==> config.mk <==
export PLATFORM = sky130hd
export DESIGN_NAME = orv64_pipe_hzd_ctrl_flat
export DESIGN_NICKNAME = d
export VERILOG_FILES = /design/src/rtl/orv64_pipe_hzd_ctrl_if.sv /design/src/rtl/orv64_pipe_hzd_ctrl.sv /design/src/flat_wrapper.sv
export SDC_FILE = /design/constraint.sdc
export NUM_CORES = 1
export LEC_CHECK = 0
export ABC_AREA = 1
export BUFFER_PORTS_ARGS = -buffer_cell sky130_fd_sc_hd__buf_2
export CORE_UTILIZATION = 35
export DETAILED_ROUTE_END_ITERATION = 8
export PLACE_DENSITY = 0.61
export REMOVE_ABC_BUFFERS = 1
export SYNTH_ARGS = -nofsm -noshare
export SYNTH_HDL_FRONTEND = slang
export SYNTH_SLANG_ARGS = --single-unit
==> constraint.sdc <==
create_clock -name clk -period 3.2 [get_ports clk]
set_input_delay 0.64 -clock clk [delete_from_list [all_inputs] [get_ports clk]]
set_output_delay 0.64 -clock clk [all_outputs]
set_load 0.02 [all_outputs]
==> src/rtl/orv64_pipe_hzd_ctrl_if.sv <==
// Hazard controller bundle: stage valids and hazard events in,
// per-stage stall/kill plus redirect and flush controls out.
interface orv64_pipe_hzd_ctrl_if;
  logic       if_valid;
  logic       id_valid;
  logic       ex_valid;
  logic       ma_valid;
  logic       id_load_use;
  logic       ma_dc_wait;
  logic       ex_redirect;
  logic       ma_excp;
  logic       ma_fence;
  logic       cache_flush_done;
  logic       dbg_halt_req;
  logic       dbg_resume_req;
  logic       if_stall;
  logic       id_stall;
  logic       ex_stall;
  logic       ma_stall;
  logic       if_kill;
  logic       id_kill;
  logic       ex_kill;
  logic       ma_kill;
  logic       pc_redirect_valid;
  logic [1:0] pc_redirect_sel;
  logic       cache_flush_req;
  logic       halted;
  logic       drain_timeout_err;

  modport master (
    input  if_valid, id_valid, ex_valid, ma_valid,
    input  id_load_use, ma_dc_wait, ex_redirect,
    input  ma_excp, ma_fence, cache_flush_done,
    input  dbg_halt_req, dbg_resume_req,
    output if_stall, id_stall, ex_stall, ma_stall,
    output if_kill, id_kill, ex_kill, ma_kill,
    output pc_redirect_valid, pc_redirect_sel,
    output cache_flush_req, halted, drain_timeout_err
  );

  modport slave (
    output if_valid, id_valid, ex_valid, ma_valid,
    output id_load_use, ma_dc_wait, ex_redirect,
    output ma_excp, ma_fence, cache_flush_done,
    output dbg_halt_req, dbg_resume_req,
    input  if_stall, id_stall, ex_stall, ma_stall,
    input  if_kill, id_kill, ex_kill, ma_kill,
    input  pc_redirect_valid, pc_redirect_sel,
    input  cache_flush_req, halted, drain_timeout_err
  );
endinterface

==> src/rtl/orv64_pipe_hzd_ctrl.sv <==
// orv64 central hazard/flush controller: arbitrates pipeline hazards
// and sequences fence.i drain and debug halt.
module orv64_pipe_hzd_ctrl #(
  parameter int unsigned DRAIN_TIMEOUT = 255
) (
  input logic clk,
  input logic rst,
  orv64_pipe_hzd_ctrl_if.master hz
);

  localparam int unsigned CW = $clog2(DRAIN_TIMEOUT + 1);
  localparam logic [CW-1:0] CNT_LAST = CW'(DRAIN_TIMEOUT - 1);
  localparam logic [CW-1:0] CNT_MAX  = CW'(DRAIN_TIMEOUT);

  typedef enum logic [1:0] {
    S_RUN   = 2'd0,
    S_DRAIN = 2'd1,
    S_HALT  = 2'd2
  } st_e;

  st_e           st_q, st_d;
  logic [CW-1:0] cnt_q, cnt_d;
  logic          err_q, err_d;

  logic excp, fence, redir, dcw, lu, done, tmo;

  always_ff @(posedge clk) begin
    if (rst) begin
      st_q  <= S_RUN;
      cnt_q <= '0;
      err_q <= 1'b0;
    end else begin
      st_q  <= st_d;
      cnt_q <= cnt_d;
      err_q <= err_d;
    end
  end

  always_comb begin
    excp  = hz.ma_valid & hz.ma_excp;
    fence = hz.ma_valid & hz.ma_fence;
    dcw   = hz.ma_valid & hz.ma_dc_wait;
    redir = hz.ex_valid & hz.ex_redirect;
    lu    = hz.id_valid & hz.ex_valid & hz.id_load_use;
    done  = hz.cache_flush_done;
    tmo   = (cnt_q == CNT_LAST);

    st_d  = st_q;
    cnt_d = cnt_q;
    err_d = err_q;

    hz.if_stall          = 1'b0;
    hz.id_stall          = 1'b0;
    hz.ex_stall          = 1'b0;
    hz.ma_stall          = 1'b0;
    hz.if_kill           = 1'b0;
    hz.id_kill           = 1'b0;
    hz.ex_kill           = 1'b0;
    hz.ma_kill           = 1'b0;
    hz.pc_redirect_valid = 1'b0;
    hz.pc_redirect_sel   = 2'd0;
    hz.cache_flush_req   = 1'b0;
    hz.halted            = 1'b0;
    hz.drain_timeout_err = err_q;

    unique case (st_q)
      S_DRAIN: begin
        hz.cache_flush_req = 1'b1;
        hz.if_stall        = 1'b1;
        hz.id_stall        = 1'b1;
        hz.ex_stall        = 1'b1;
        hz.ma_stall        = 1'b1;
        hz.if_kill         = 1'b1;
        if (cnt_q != CNT_MAX) cnt_d = cnt_q + 1'b1;
        // done wins over a coincident timeout, so no error then
        if (done || tmo) begin
          hz.pc_redirect_valid = 1'b1;
          hz.pc_redirect_sel   = 2'd2;
          st_d                 = S_RUN;
          if (!done) err_d = 1'b1;
        end
      end
      S_HALT: begin
        hz.halted   = 1'b1;
        hz.if_stall = 1'b1;
        hz.if_kill  = 1'b1;
        if (hz.dbg_resume_req) begin
          hz.pc_redirect_valid = 1'b1;
          hz.pc_redirect_sel   = 2'd3;
          st_d                 = S_RUN;
        end
      end
      default: begin
        if (excp) begin
          hz.if_kill           = 1'b1;
          hz.id_kill           = 1'b1;
          hz.ex_kill           = 1'b1;
          hz.ma_kill           = 1'b1;
          hz.pc_redirect_valid = 1'b1;
          hz.pc_redirect_sel   = 2'd1;
        end else if (fence) begin
          hz.if_kill = 1'b1;
          hz.id_kill = 1'b1;
          hz.ex_kill = 1'b1;
          st_d       = S_DRAIN;
          cnt_d      = '0;
        end else if (hz.dbg_halt_req) begin
          hz.if_kill = 1'b1;
          hz.id_kill = 1'b1;
          hz.ex_kill = 1'b1;
          st_d       = S_HALT;
        end else if (redir) begin
          hz.if_kill           = 1'b1;
          hz.id_kill           = 1'b1;
          hz.pc_redirect_valid = 1'b1;
        end else if (dcw) begin
          hz.if_stall = 1'b1;
          hz.id_stall = 1'b1;
          hz.ex_stall = 1'b1;
          hz.ma_stall = 1'b1;
        end else if (lu) begin
          hz.if_stall = 1'b1;
          hz.id_stall = 1'b1;
          hz.id_kill  = 1'b1;
        end
      end
    endcase

    // reset flushes every stage regardless of the held state
    if (rst) begin
      hz.if_stall          = 1'b0;
      hz.id_stall          = 1'b0;
      hz.ex_stall          = 1'b0;
      hz.ma_stall          = 1'b0;
      hz.if_kill           = 1'b1;
      hz.id_kill           = 1'b1;
      hz.ex_kill           = 1'b1;
      hz.ma_kill           = 1'b1;
      hz.pc_redirect_valid = 1'b0;
      hz.pc_redirect_sel   = 2'd0;
      hz.cache_flush_req   = 1'b0;
      hz.halted            = 1'b0;
      hz.drain_timeout_err = 1'b0;
      st_d                 = S_RUN;
      cnt_d                = '0;
      err_d                = 1'b0;
    end
  end

endmodule

==> src/flat_wrapper.sv <==
// flat-port wrapper written by rule: the top's interface ports become plain ports
module orv64_pipe_hzd_ctrl_flat 
#(
  parameter int unsigned DRAIN_TIMEOUT = 255
)
  (clk, rst, hz_if_valid, hz_id_valid, hz_ex_valid, hz_ma_valid, hz_id_load_use, hz_ma_dc_wait, hz_ex_redirect, hz_ma_excp, hz_ma_fence, hz_cache_flush_done, hz_dbg_halt_req, hz_dbg_resume_req, hz_if_stall, hz_id_stall, hz_ex_stall, hz_ma_stall, hz_if_kill, hz_id_kill, hz_ex_kill, hz_ma_kill, hz_pc_redirect_valid, hz_pc_redirect_sel, hz_cache_flush_req, hz_halted, hz_drain_timeout_err);
  orv64_pipe_hzd_ctrl_if hz_i ();
  input logic clk;
  input logic rst;
  input wire logic [$bits(hz_i.if_valid)-1:0] hz_if_valid;
  input wire logic [$bits(hz_i.id_valid)-1:0] hz_id_valid;
  input wire logic [$bits(hz_i.ex_valid)-1:0] hz_ex_valid;
  input wire logic [$bits(hz_i.ma_valid)-1:0] hz_ma_valid;
  input wire logic [$bits(hz_i.id_load_use)-1:0] hz_id_load_use;
  input wire logic [$bits(hz_i.ma_dc_wait)-1:0] hz_ma_dc_wait;
  input wire logic [$bits(hz_i.ex_redirect)-1:0] hz_ex_redirect;
  input wire logic [$bits(hz_i.ma_excp)-1:0] hz_ma_excp;
  input wire logic [$bits(hz_i.ma_fence)-1:0] hz_ma_fence;
  input wire logic [$bits(hz_i.cache_flush_done)-1:0] hz_cache_flush_done;
  input wire logic [$bits(hz_i.dbg_halt_req)-1:0] hz_dbg_halt_req;
  input wire logic [$bits(hz_i.dbg_resume_req)-1:0] hz_dbg_resume_req;
  output wire logic [$bits(hz_i.if_stall)-1:0] hz_if_stall;
  output wire logic [$bits(hz_i.id_stall)-1:0] hz_id_stall;
  output wire logic [$bits(hz_i.ex_stall)-1:0] hz_ex_stall;
  output wire logic [$bits(hz_i.ma_stall)-1:0] hz_ma_stall;
  output wire logic [$bits(hz_i.if_kill)-1:0] hz_if_kill;
  output wire logic [$bits(hz_i.id_kill)-1:0] hz_id_kill;
  output wire logic [$bits(hz_i.ex_kill)-1:0] hz_ex_kill;
  output wire logic [$bits(hz_i.ma_kill)-1:0] hz_ma_kill;
  output wire logic [$bits(hz_i.pc_redirect_valid)-1:0] hz_pc_redirect_valid;
  output wire logic [$bits(hz_i.pc_redirect_sel)-1:0] hz_pc_redirect_sel;
  output wire logic [$bits(hz_i.cache_flush_req)-1:0] hz_cache_flush_req;
  output wire logic [$bits(hz_i.halted)-1:0] hz_halted;
  output wire logic [$bits(hz_i.drain_timeout_err)-1:0] hz_drain_timeout_err;
  assign hz_i.if_valid = hz_if_valid;
  assign hz_i.id_valid = hz_id_valid;
  assign hz_i.ex_valid = hz_ex_valid;
  assign hz_i.ma_valid = hz_ma_valid;
  assign hz_i.id_load_use = hz_id_load_use;
  assign hz_i.ma_dc_wait = hz_ma_dc_wait;
  assign hz_i.ex_redirect = hz_ex_redirect;
  assign hz_i.ma_excp = hz_ma_excp;
  assign hz_i.ma_fence = hz_ma_fence;
  assign hz_i.cache_flush_done = hz_cache_flush_done;
  assign hz_i.dbg_halt_req = hz_dbg_halt_req;
  assign hz_i.dbg_resume_req = hz_dbg_resume_req;
  assign hz_if_stall = hz_i.if_stall;
  assign hz_id_stall = hz_i.id_stall;
  assign hz_ex_stall = hz_i.ex_stall;
  assign hz_ma_stall = hz_i.ma_stall;
  assign hz_if_kill = hz_i.if_kill;
  assign hz_id_kill = hz_i.id_kill;
  assign hz_ex_kill = hz_i.ex_kill;
  assign hz_ma_kill = hz_i.ma_kill;
  assign hz_pc_redirect_valid = hz_i.pc_redirect_valid;
  assign hz_pc_redirect_sel = hz_i.pc_redirect_sel;
  assign hz_cache_flush_req = hz_i.cache_flush_req;
  assign hz_halted = hz_i.halted;
  assign hz_drain_timeout_err = hz_i.drain_timeout_err;
  orv64_pipe_hzd_ctrl #(.DRAIN_TIMEOUT(DRAIN_TIMEOUT)) u_core (.clk(clk), .rst(rst), .hz(hz_i));
endmodule
# --- After elaboration in Yosys (flattened, before gate mapping) ---
# Cells that the tools add are included.
# W data, S select, Z words.
word_totals:
  memories: 0
  romBits: 0
  latch_bits: 0
  input_bits: 14
  ram_bits: 0
  reg_bits: 11
classes:
  n_lt_le_gt_ge: 0
  n_reduce_logical: 7
  n_bitwise: 8
  div_mod_pow: 0
  shifts: 0
  n_eq_ne: 9
  n_mul: 0
  addsub: 1
  muxes: 65
op_table:
  columns: ["cell", "n"]
  rows:
  - ["$mux W1", 48]
  - ["$mux W8", 3]
  - ["$mux W2", 8]
  - ["$pmux W8 S2", 1]
  - ["$add A8 B1 Y8 const B", 1]
  - ["$eq A8 B8 Y1 const B", 1]
  - ["$ne A8 B8 Y1 const B", 1]
  - ["$pmux W2 S2", 2]
  - ["$reduce_and A4 Y1", 2]
  - ["$and A1 B1 Y1", 6]
  - ["$pmux W1 S2", 3]
  - ["$ne A2 B1 Y1 const B", 2]
  - ["$ne A2 B2 Y1 const B", 2]
  - ["$reduce_bool A4 Y1", 1]
  - ["$ne A3 B3 Y1 const B", 1]
  - ["$reduce_and A3 Y1", 1]
  - ["$eq A2 B1 Y1 const B", 1]
  - ["$eq A2 B2 Y1 const B", 1]
  - ["$not A1 Y1", 2]
  - ["$reduce_bool A2 Y1", 1]
  - ["$reduce_or A2 Y1", 1]
  - ["$logic_or A1 B1 Y1", 1]

# --- Longest topological paths before layout ---
# Gate-level depths: netlist of run 1.
logic_depth:
  word_depth: 10
  depth_mapped: 11
  mapped_depth_nobuf: 11

# --- Worst setup path after synthesis of run 1 ---
# Ideal clock, no wire load.
synth_path:
  path_type: "input port to output port"
  startpoint: "in rst"
  endpoint: "out hz_ma_stall"
  path_buffers: 2
  t_required_ns: 2.560
  stages: 5
  path_slack_ns: 0.595
  arrival_time_ns: 1.965
  path_cell_list: "inv_1 clkbuf_1 nand4_1 o22ai_1 buf_4"
synth_between:
  elab_chain_len: 1
synth_lines:
  columns: ["element", "line_no", "text"]
  rows:
  - ["start, declared", "flat_wrapper.sv:9", "input logic rst;"]
  - ["$mux W1", null, null]
  - ["end, declared", "flat_wrapper.sv:25", "output wire logic [$bits(hz_i.ma_stall)-1:0] hz_ma_stall;"]
# No other way between the ends.

# --- Final worst setup path of run 1 ---
layout_path:
  startpoint: "reg u_core.st_q[0]"
  endpoint: "out hz_pc_redirect_valid"
layout_between:
  elab_chain_len: 3
  word_cells_on_any_way: 4
layout_lines:
  columns: ["element", "line_no", "text"]
  rows:
  - ["start, declared", "orv64_pipe_hzd_ctrl.sv:21", "st_e st_q, st_d;"]
  - ["start signal, assigned", "orv64_pipe_hzd_ctrl.sv:33", "st_q <= st_d;"]
  - ["$eq A2 B2 Y1 or $eq A2 B1 Y1 (tied branches)", "orv64_pipe_hzd_ctrl.sv:66", "unique case (st_q)"]
  - ["$pmux W1 S2 (*)", "orv64_pipe_hzd_ctrl.sv:66", null]
  - ["$mux W1 (*)", "orv64_pipe_hzd_ctrl.sv:130", "if (rst) begin"]
  - ["end, declared", "flat_wrapper.sv:30", "output wire logic [$bits(hz_i.pc_redirect_valid)-1:0] hz_pc_redirect_valid;"]
# Every way passes the cells marked *; elsewhere a longest branch is shown, timed or not.

==> results of run 1 <==
## cells in the mapped netlist
master    instances  area (um2)
o21ai_1           2       10.01
nand3b_1          1       7.510
nor2_1           18       67.56
a31oi_1           1       6.260
a21oi_1           8       40.04
nor2_2            2       12.51
buf_4             1       7.510
o21a_1            1       7.510
nand2_2           2       12.51
nor2_4            1       11.26
nand2_4           1       11.26
nand3_2           1       10.01
nand4_1           3       18.77
o21ai_0           5       25.02
clkbuf_1          2       7.510
nor3b_1           1       7.510
dfxtp_1          11       220.2
or2_2             1       6.260
inv_1            25       93.84
nand2_1          45       168.9
xor2_1            1       8.760
ha_1              4       50.05
o22ai_1           1       6.260
inv_2             1       3.750
nand3_1          15       75.07
## critical path, cell delays in order, from the launching register on
cell	delay, ps
dfxtp_1	340
inv_1	60
ha_1	400
inv_1	160
nor2_1	170
a21oi_1	80
a31oi_1	160
buf_2	180
## kinds of logic (layout without fill, tap and decap cells)
kind of cell    Yosys count  in the layout
compound gates           18             18
xor+xnor                  1              1
fa+ha+maj                 4              4
buf+inv                  29             56
flops                    11             11
simple gates             91             91
## layer usage
layer | GRT usage | vias up
met5 | 0 | -
met4 | 0.02632 | 0
met3 | 0.05217 | 2
met2 | 0.2785 | 19
met1 | 0.2330 | 443
li1 | - | 536
## power by group
group,internal [mW],switching (mW),total (mW)
Combinational,0.116,0.240,0.356
Clock,0.0482,0.0451,0.0933
Sequential,0.151,0.00953,0.161
## worst paths after layout
| check | startpoint | to | slack (ps) | depth (start not counted) |
|---|---|---|---|---|
| worst max-delay path | u_core.st_q[0] | hz_pc_redirect_valid | 750 | 7 |
| worst min-delay path | u_core.err_q | u_core.err_q | 470 | 2 |
| worst max register to register | u_core.st_q[0] | u_core.st_q[0] | 1620 | 9 |
| worst min register to register | u_core.err_q | u_core.err_q | 470 | 2 |
## sequential cells by signal (all words and copies together) (netlist names)
name and count:
u_core.st_q 2, u_core.err_q 1, u_core.cnt_q 8
## area by class of cell
cell class	count	area, um2
fill	263	1246
multi-input combinational	114	563.0
sequential	11	220.2
timing repair buffer	26	130.1
inverter	26	97.59
tap	28	35.03
clock buffer	4	26.28
## stage by stage
stage	worst slack (ps)	cells	instance area [um2]	total power, mW	utilization
after global routing	599.0	209	1072	0.6696	0.4625
final	749.5	209	1072	0.6102	0.4625
after detailed placement	802.3	205	1046	0.5238	0.4512
after global placement	800.8	205	1046	0.5213	0.4512
after floorplan	622.0	151	880.8	0.4295	-
after CTS	748.3	209	1072	0.6178	0.4625
==> impl_results.md, run 1 <==
* Power Dens Cells at 569.1 nW/um2
* Multiplexer share of the synthesized area at 0
* GRT Util Overall at 0.1743
* Hpwl dp at 1699 um
* Setup crit end kind: output pin
* Met1 wire length at 1013 um
* TritonCTS clock tree: built
* Die Y at 52.59 um
* Tightest Pin Transition at 389.9 ps
* Startpoint class of the critical path: register
* Hold_buf cts at 0
* Kind of critical path: reg -> out
* Vias in the first global route at 852
* Largest net degree at the start of global routing at 14
* Most frequent cells in the layout: nand2_1 (45), buf_2 (26), inv_1 (25)
* CTS H-tree depth at 1
* Post-route ant nets at 0
* Root Driver: clkbuf_4
* Syn avg cell area at 5.817 um2
* Met3 wire len at 115 um
* Flip-flop and latch count after synthesis at 11
* Hold_ws at 465.8 ps
* Post-synthesis compound-gate area fraction at 0.1061
* Peak Freq at 408.1 MHz
* First-pass GRT wire length at 3567 um
* Post-CTS Setup Inserts at 0
* Rows at 17
* Final Max Tran Viols at 0
* Clk slew on worst S/H paths at 60 ps
* Area growth syn-to-layout at 19.69%
* Status: completed
* Final wirelength at 2115 um
* Fin Clk Skew at 8.122 ps
* Clk buf depth at 2
* Syn Inst Count at 154
* CTS Buf Count at 3
* Metal2 WL at 960 um
* GP Congestion at 0.8795
* I/O pin cnt at 28
* Residual DRC at 0
* Wire per inst at 10.12 um
* Overflow after GRT at 0
* Die width at 52.59 um
* Final Hold Viols at 0
* Initial antenna violation count at 0
* Routed vias at 1000
* Sequential share of the synthesized area at 0.2458
* Layout cells sized above 1 at 0.2099
* Starting Density at 0.3864
* Max-slew headroom at 0.7398
* PortBufs at 26
* Top layer in use: met4
* Final Critical Period at 2450 ps
* Most common cell after layout, fill and taps aside: nand2_1
* Synth warn at 0
* Antenna cells at 0
* Total Neg Setup Slack at 0 ps
* Adder-cell share of the synthesized area at 0.05587
* Initial DRT Pass Iterations at 6
* Post-synthesis cell type count at 25
* Max_cap viols at 0
* Maximum VDD drop at 0.3701 mV
* Synth Cell Area at 895.9 um2
* Vias per cell at 4.785
* Crit-path max FO at 7
* Worst Path Arrival at 1810 ps
* CTS sink cnt at 11
* Largest family of logic cells by synthesized area: simple AND/OR/NAND/NOR gates
* Simple-gate portion of the synthesized area at 0.4567
* RSZ-0062 raised after global routing: no
* Core area at 2318 um2
* Clock Latency Late Sink at 270 ps
* Leak Pwr at 0.5737 nW
* Final #Nets at 200
* Post-CTS Resized at 0
* Detailed Route Iter0 Violations at 24
* Fin crit share at 0.7658
* XOR/XNOR Fraction of Synth Area at 0.009777
* Tightest Hold Check Type: reg -> reg
* Setup Viol. Count Final at 0
* Die Area at 2766 um2
* Worst EP required at 2560 ps
Note: power is estimated with default switching activity, not from simulation.
==> run 2, diff against run 1 <==
- clock period: 3.2 -> 2.3 ns (I/O delays scaled with it)
==> run 2 against run 1 <==
Effect of this change: final cell count is 0.48% higher; total power increased by 43%; via count increased by 2.4%; clock skew up 4.5 ps; critical path depth did not move; critical endpoint unchanged; largest power group unchanged.
==> impl_results.md, run 2 (synthesis gave the netlist of run 1 again) <==
* CTS H-tree depth at 1
* Final Critical Period at 2128 ps
* Hpwl dp at 1706 um
* CTS Buf Count at 3
* Max-slew headroom at 0.8150
* Tightest Hold Check Type: reg -> reg
* Vias in the first global route at 831
* Startpoint class of the critical path: register
* Layout cells sized above 1 at 0.2308
* Fin Clk Skew at 12.58 ps
* WHS Path Cells at 2
* Detailed Route Iter0 Violations at 37
* Initial DRT Pass Iterations at 4
* FF+latch area at 220.2 um2
* Max reg flops at 8
* Most common cell after layout, fill and taps aside: nand2_1
* Core area at 2318 um2
* CP peak stage delay at 390 ps
* Hold Path End: u_core.err_q
* Initial antenna violation count at 0
* Tightest Pin Transition at 277.5 ps
* Leak Pwr at 0.5754 nW
* Clk slew on worst S/H paths at 60 ps
* Internal Power at 448.6 uW
* GP Congestion at 0.8844
* Final wirelength at 2112 um
* CTS sink cnt at 11
* Register share of total power at 0.256
* GRT Util Overall at 0.1785
* Post-route ant nets at 0
* Wire per inst at 10.06 um
* Place WS at 246.3 ps
* Final setup margin at 172.4 ps
* Post-CTS Resized at 0
* Hold_buf cts at 0
* Hold Startpoint: u_core.err_q
* Die Area at 2766 um2
* Reg with most FFs: u_core.cnt_q
* Footprint of the multi-input gates at 568.0 um2
* Switching pwr at 424.9 uW
* Fill count at 262
* Reg2Reg Depth at 11
* Comb power frac at 0.589
* Rows at 17
* Setup Viol. Count Final at 0
* Routed vias at 1024
* Final Hold Viols at 0
* Sw Share at 0.4865
* Power Dens Cells at 805.3 nW/um2
* Total power at 873.5 uW
* Area growth syn-to-layout at 21.09%
* Residual DRC at 0
* Max_cap viols at 0
* Reg2Reg Capture Point: u_core.cnt_q[5]
* Total Neg Setup Slack at 0 ps
* Post-CTS Setup Inserts at 0
* Final Max Tran Viols at 0
* Worst Path Arrival at 1670 ps
* Hold_ws at 463.1 ps
* TritonCTS clock tree: built
* PortBufs at 26
* Setup crit end kind: output pin
* Most frequent cells in the layout: nand2_1 (45), buf_2 (26), inv_1 (24)
* Peak Freq at 470.0 MHz
* RSZ-0062 raised after global routing: no
* Reg2reg start: u_core.st_q[1]
* Crit path from: u_core.st_q[0]
* CP Cell Sequence: inv_1 > ha_2 > inv_2 > nor2_2 > a21oi_1 > a31oi_1 > buf_2
* Vias per cell at 4.876
* Largest regs: u_core.cnt_q: 8 flops, u_core.st_q: 2 flops, u_core.err_q: 1 flops
* Die Y at 52.59 um
* Clk buf depth at 2
* Kind of critical path: reg -> out
* Overflow after GRT at 0
* FF-to-FF setup slack at 730 ps
* Root Driver: clkbuf_4
* Antenna cells at 0
* CP max stage cell: ha_2
* First-pass GRT wire length at 3594 um
* Crit-path max FO at 7
* Fin crit share at 0.9250
* Final #Nets at 201
* Clock power share at 0.155
* I/O pin cnt at 28
* Starting Density at 0.3864
* Maximum VDD drop at 0.4737 mV
* Worst EP required at 1840 ps
* Clock Latency Late Sink at 280 ps
* Largest net degree at the start of global routing at 14
* Die width at 52.59 um
* Status: completed
run 2: cell count changes in the layout (fill, tap and decap cells not counted):
| cell | delta |
|---|---|
| nor2_2 | +1 |
| inv_2 | +1 |
| buf_4 | +1 |
| nor2_1 | -1 |
| ha_1 | -1 |
| ha_2 | +1 |
| inv_1 | -1 |
run 2: area by class of cell:
cell class / instances / share of cell area
multi-input cells: 114 / 0.5236
flip-flops and latches: 11 / 0.2030
repair buffers: 27 / 0.1269
inverters: 26 / 0.08997
well taps: 28 / 0.03230
clock buffers: 4 / 0.02422
run 2: power by group through the flow:
stage	sequential, mW	combinational [mW]	clock [mW]
6_report	0.224	0.514	0.135
5_1_grt	0.227	0.574	0.154
4_1_cts	0.223	0.503	0.141
3_5_place_dp	0.228	0.502	0
3_3_place_gp	0.227	0.500	0
2_1_floorplan	0.225	0.373	0
run 2: worst max path at each step:
stage,endpoint,slack [ps]
after floorplan,hz_ex_stall,80
after global placement,hz_id_stall,260
after detailed placement,hz_id_stall,250
after CTS,hz_pc_redirect_valid,50
after global routing,hz_pc_redirect_valid,20
final,hz_pc_redirect_valid,170
run 2: metrics by stage:
stage	utilization	std cells	cell area (um2)
CTS	0.4657	210	1080
global placement	0.4544	206	1054
detailed placement	0.4544	206	1054
global route	0.4679	210	1085
finish	0.4679	210	1085
floorplan	-	151	880.8
run 2: routing by layer:
| layer | track usage | routed length (um) |
|---|---|---|
| met5 | 0 | 0 |
| met1 | 0.2383 | 1043 |
| met3 | 0.06087 | 86 |
| met2 | 0.2679 | 959 |
| met4 | 0.05263 | 23 |
run 2: critical path: cells and delay by family (launching register included):
kind,cells,cell delay (ps)
buf+inv,3,330
fa+ha+maj,1,390
compound gates,2,220
flops,1,330
simple gates,1,120
==> run 3, diff against run 2 <==
--- a/constraint.sdc
+++ b/constraint.sdc
@@ -3,2 +3,2 @@
 set_output_delay 0.46 -clock clk [all_outputs]
-set_load 0.02 [all_outputs]
+set_load 0.005 [all_outputs]
==> run 3 against run 2 <==
Effect of this change: via count decreased by 1.8%; die area unchanged; final area decreased by 0.12%; hold slack about the same; sequential power about the same; critical endpoint unchanged; combinational power decreased by 13%; largest power group unchanged; total power decreased by 7.6%; critical path type unchanged; utilization decreased by 0.054 points; clock-buffer cell count decreased by 1; flip-flop and latch count unchanged; highest routed layer unchanged.
==> impl_results.md, run 3 (synthesis gave the netlist of run 1 again) <==
* Hold Startpoint: u_core.err_q
* Clk buf depth at 2
* Final #Nets at 201
* Final Hold Viols at 0
* Routed vias at 1006
* Final wirelength at 2108 um
* Clock Latency Late Sink at 270 ps
* CP delay by family, top: adder cells
* Die width at 52.59 um
* Rows at 17
* Total Neg Setup Slack at 0 ps
* Worst EP required at 1840 ps
* Die Area at 2766 um2
* Hold_buf cts at 0
* Wire per inst at 10.04 um
* CP bufs+invs at 3
* Peak Freq at 471.5 MHz
* Most frequent cells in the layout: nand2_1 (45), buf_2 (26), inv_1 (24)
* Total power at 807.5 uW
* Most common cell after layout, fill and taps aside: nand2_1
* Vias in the first global route at 857
* Reg2Reg Depth at 11
* First-pass GRT wire length at 3705 um
* Clk slew on worst S/H paths at 80 ps
* Crit-path max FO at 7
* Tightest Hold Check Type: reg -> reg
* Fin crit share at 0.9222
* Initial DRT Pass Iterations at 4
* Antenna cells at 0
* Residual DRC at 0
* I/O pin cnt at 28
* Largest regs: u_core.cnt_q: 8 flops, u_core.st_q: 2 flops, u_core.err_q: 1 flops
* CTS Buf Count at 3
* Power Dens Cells at 745.2 nW/um2
* Overflow after GRT at 0
* CP Cell Sequence: inv_1 > ha_2 > inv_2 > nor2_1 > a21oi_1 > a31oi_1 > buf_2
* Startpoint class of the critical path: register
* PortBufs at 26
* TritonCTS clock tree: built
* Post-route ant nets at 0
* Worst Path Arrival at 1660 ps
* CP peak stage delay at 390 ps
* Detailed Route Iter0 Violations at 26
* Max_cap viols at 0
* Starting Density at 0.3864
* Hpwl dp at 1709 um
* Final Critical Period at 2121 ps
* CTS H-tree depth at 1
* Reg2Reg Capture Point: u_core.cnt_q[5]
* Placed cells at 206
* Hold Path End: u_core.err_q
* Final setup margin at 178.9 ps
* Leak Pwr at 0.5783 nW
* FF-to-FF setup slack at 720 ps
* Reg with most FFs: u_core.cnt_q
* Vias per cell at 4.790
* Reg2reg start: u_core.st_q[1]
* Kind of critical path: reg -> out
* Area growth syn-to-layout at 20.95%
* Fin Clk Skew at 3.780 ps
* Post-Layout Cell Count at 210
* Max reg flops at 8
* CTS sink cnt at 11
* WHS Path Cells at 2
* Maximum VDD drop at 0.4825 mV
* Initial antenna violation count at 0
* Die Y at 52.59 um
* Core area at 2318 um2
* Max-slew headroom at 0.8112
* Setup crit end kind: output pin
* Root Driver: clkbuf_4
* Setup Viol. Count Final at 0
* Place WS at 321.5 ps
* CP max stage cell: ha_2
* RSZ-0062 raised after global routing: no
* Final Max Tran Viols at 0
* Status: completed
* GP Congestion at 0.8752
* Largest net degree at the start of global routing at 14
* Layout cells sized above 1 at 0.2308
* Tightest Pin Transition at 283.3 ps
* GRT Util Overall at 0.1839
==> run 3: layout make-up <==
| class | instances | area [um2] |
|---|---|---|
| clock inverter | 1 | 5.005 |
| sequential | 11 | 220.2 |
| multi-input combinational | 114 | 565.5 |
| tap | 28 | 35.03 |
| fill | 257 | 1235 |
| clock buffer | 3 | 22.52 |
| inverter | 26 | 97.59 |
| timing repair buffer | 27 | 137.6 |
==> run 3: timing repair <==
action / 4_1_cts / 5_1_grt
resized for setup: 0 / 2
endpoints found under the setup margin: 0 / 2
endpoints found under the hold margin: 0 / 0
setup buffers: 0 / 0
==> run 3: worst max path at each step <==
stage,from,endpoint,slack [ps],cells after the start
6_report,u_core.st_q[0],hz_pc_redirect_valid,180,7
5_1_grt,u_core.st_q[1],hz_ma_stall,10,7
4_1_cts,u_core.st_q[0],hz_pc_redirect_valid,70,7
3_5_place_dp,hz_ma_valid,hz_id_stall,320,9
3_3_place_gp,hz_ma_valid,hz_id_stall,310,9
2_1_floorplan,u_core.st_q[0],hz_pc_redirect_valid,630,6
==> run 3: power by group <==
group / internal, mW / switching (mW)
logic: 0.168 / 0.280
registers: 0.211 / 0.0131
clock network: 0.0645 / 0.0716
==> run 3: per-stage QoR <==
step	hold WS, ps	util	cell area [um2]
finish	463.4	0.4674	1084
global route	499.0	0.4674	1084
CTS	465.2	0.4663	1081
detailed placement	452.5	0.4544	1054
global placement	450.5	0.4544	1054
floorplan	430.4	-	880.8
==> run 3: tightest hold or removal path, delay by kind of cell (launching register included) <==
kind	cells	cell delay [ps]
AO/OA/AOI/OAI	1	60
buffers and inverters	1	60
flip-flops	1	300
==> run 3: layer usage <==
layer / part of all wire / vias up / track usage
met3: 0.026 / 2 / 0.05217
met2: 0.48 / 11 / 0.2869
met4: 0.0043 / 0 / 0.05263
met1: 0.49 / 457 / 0.2435
li1: - / 536 / -
met5: 0 / - / 0
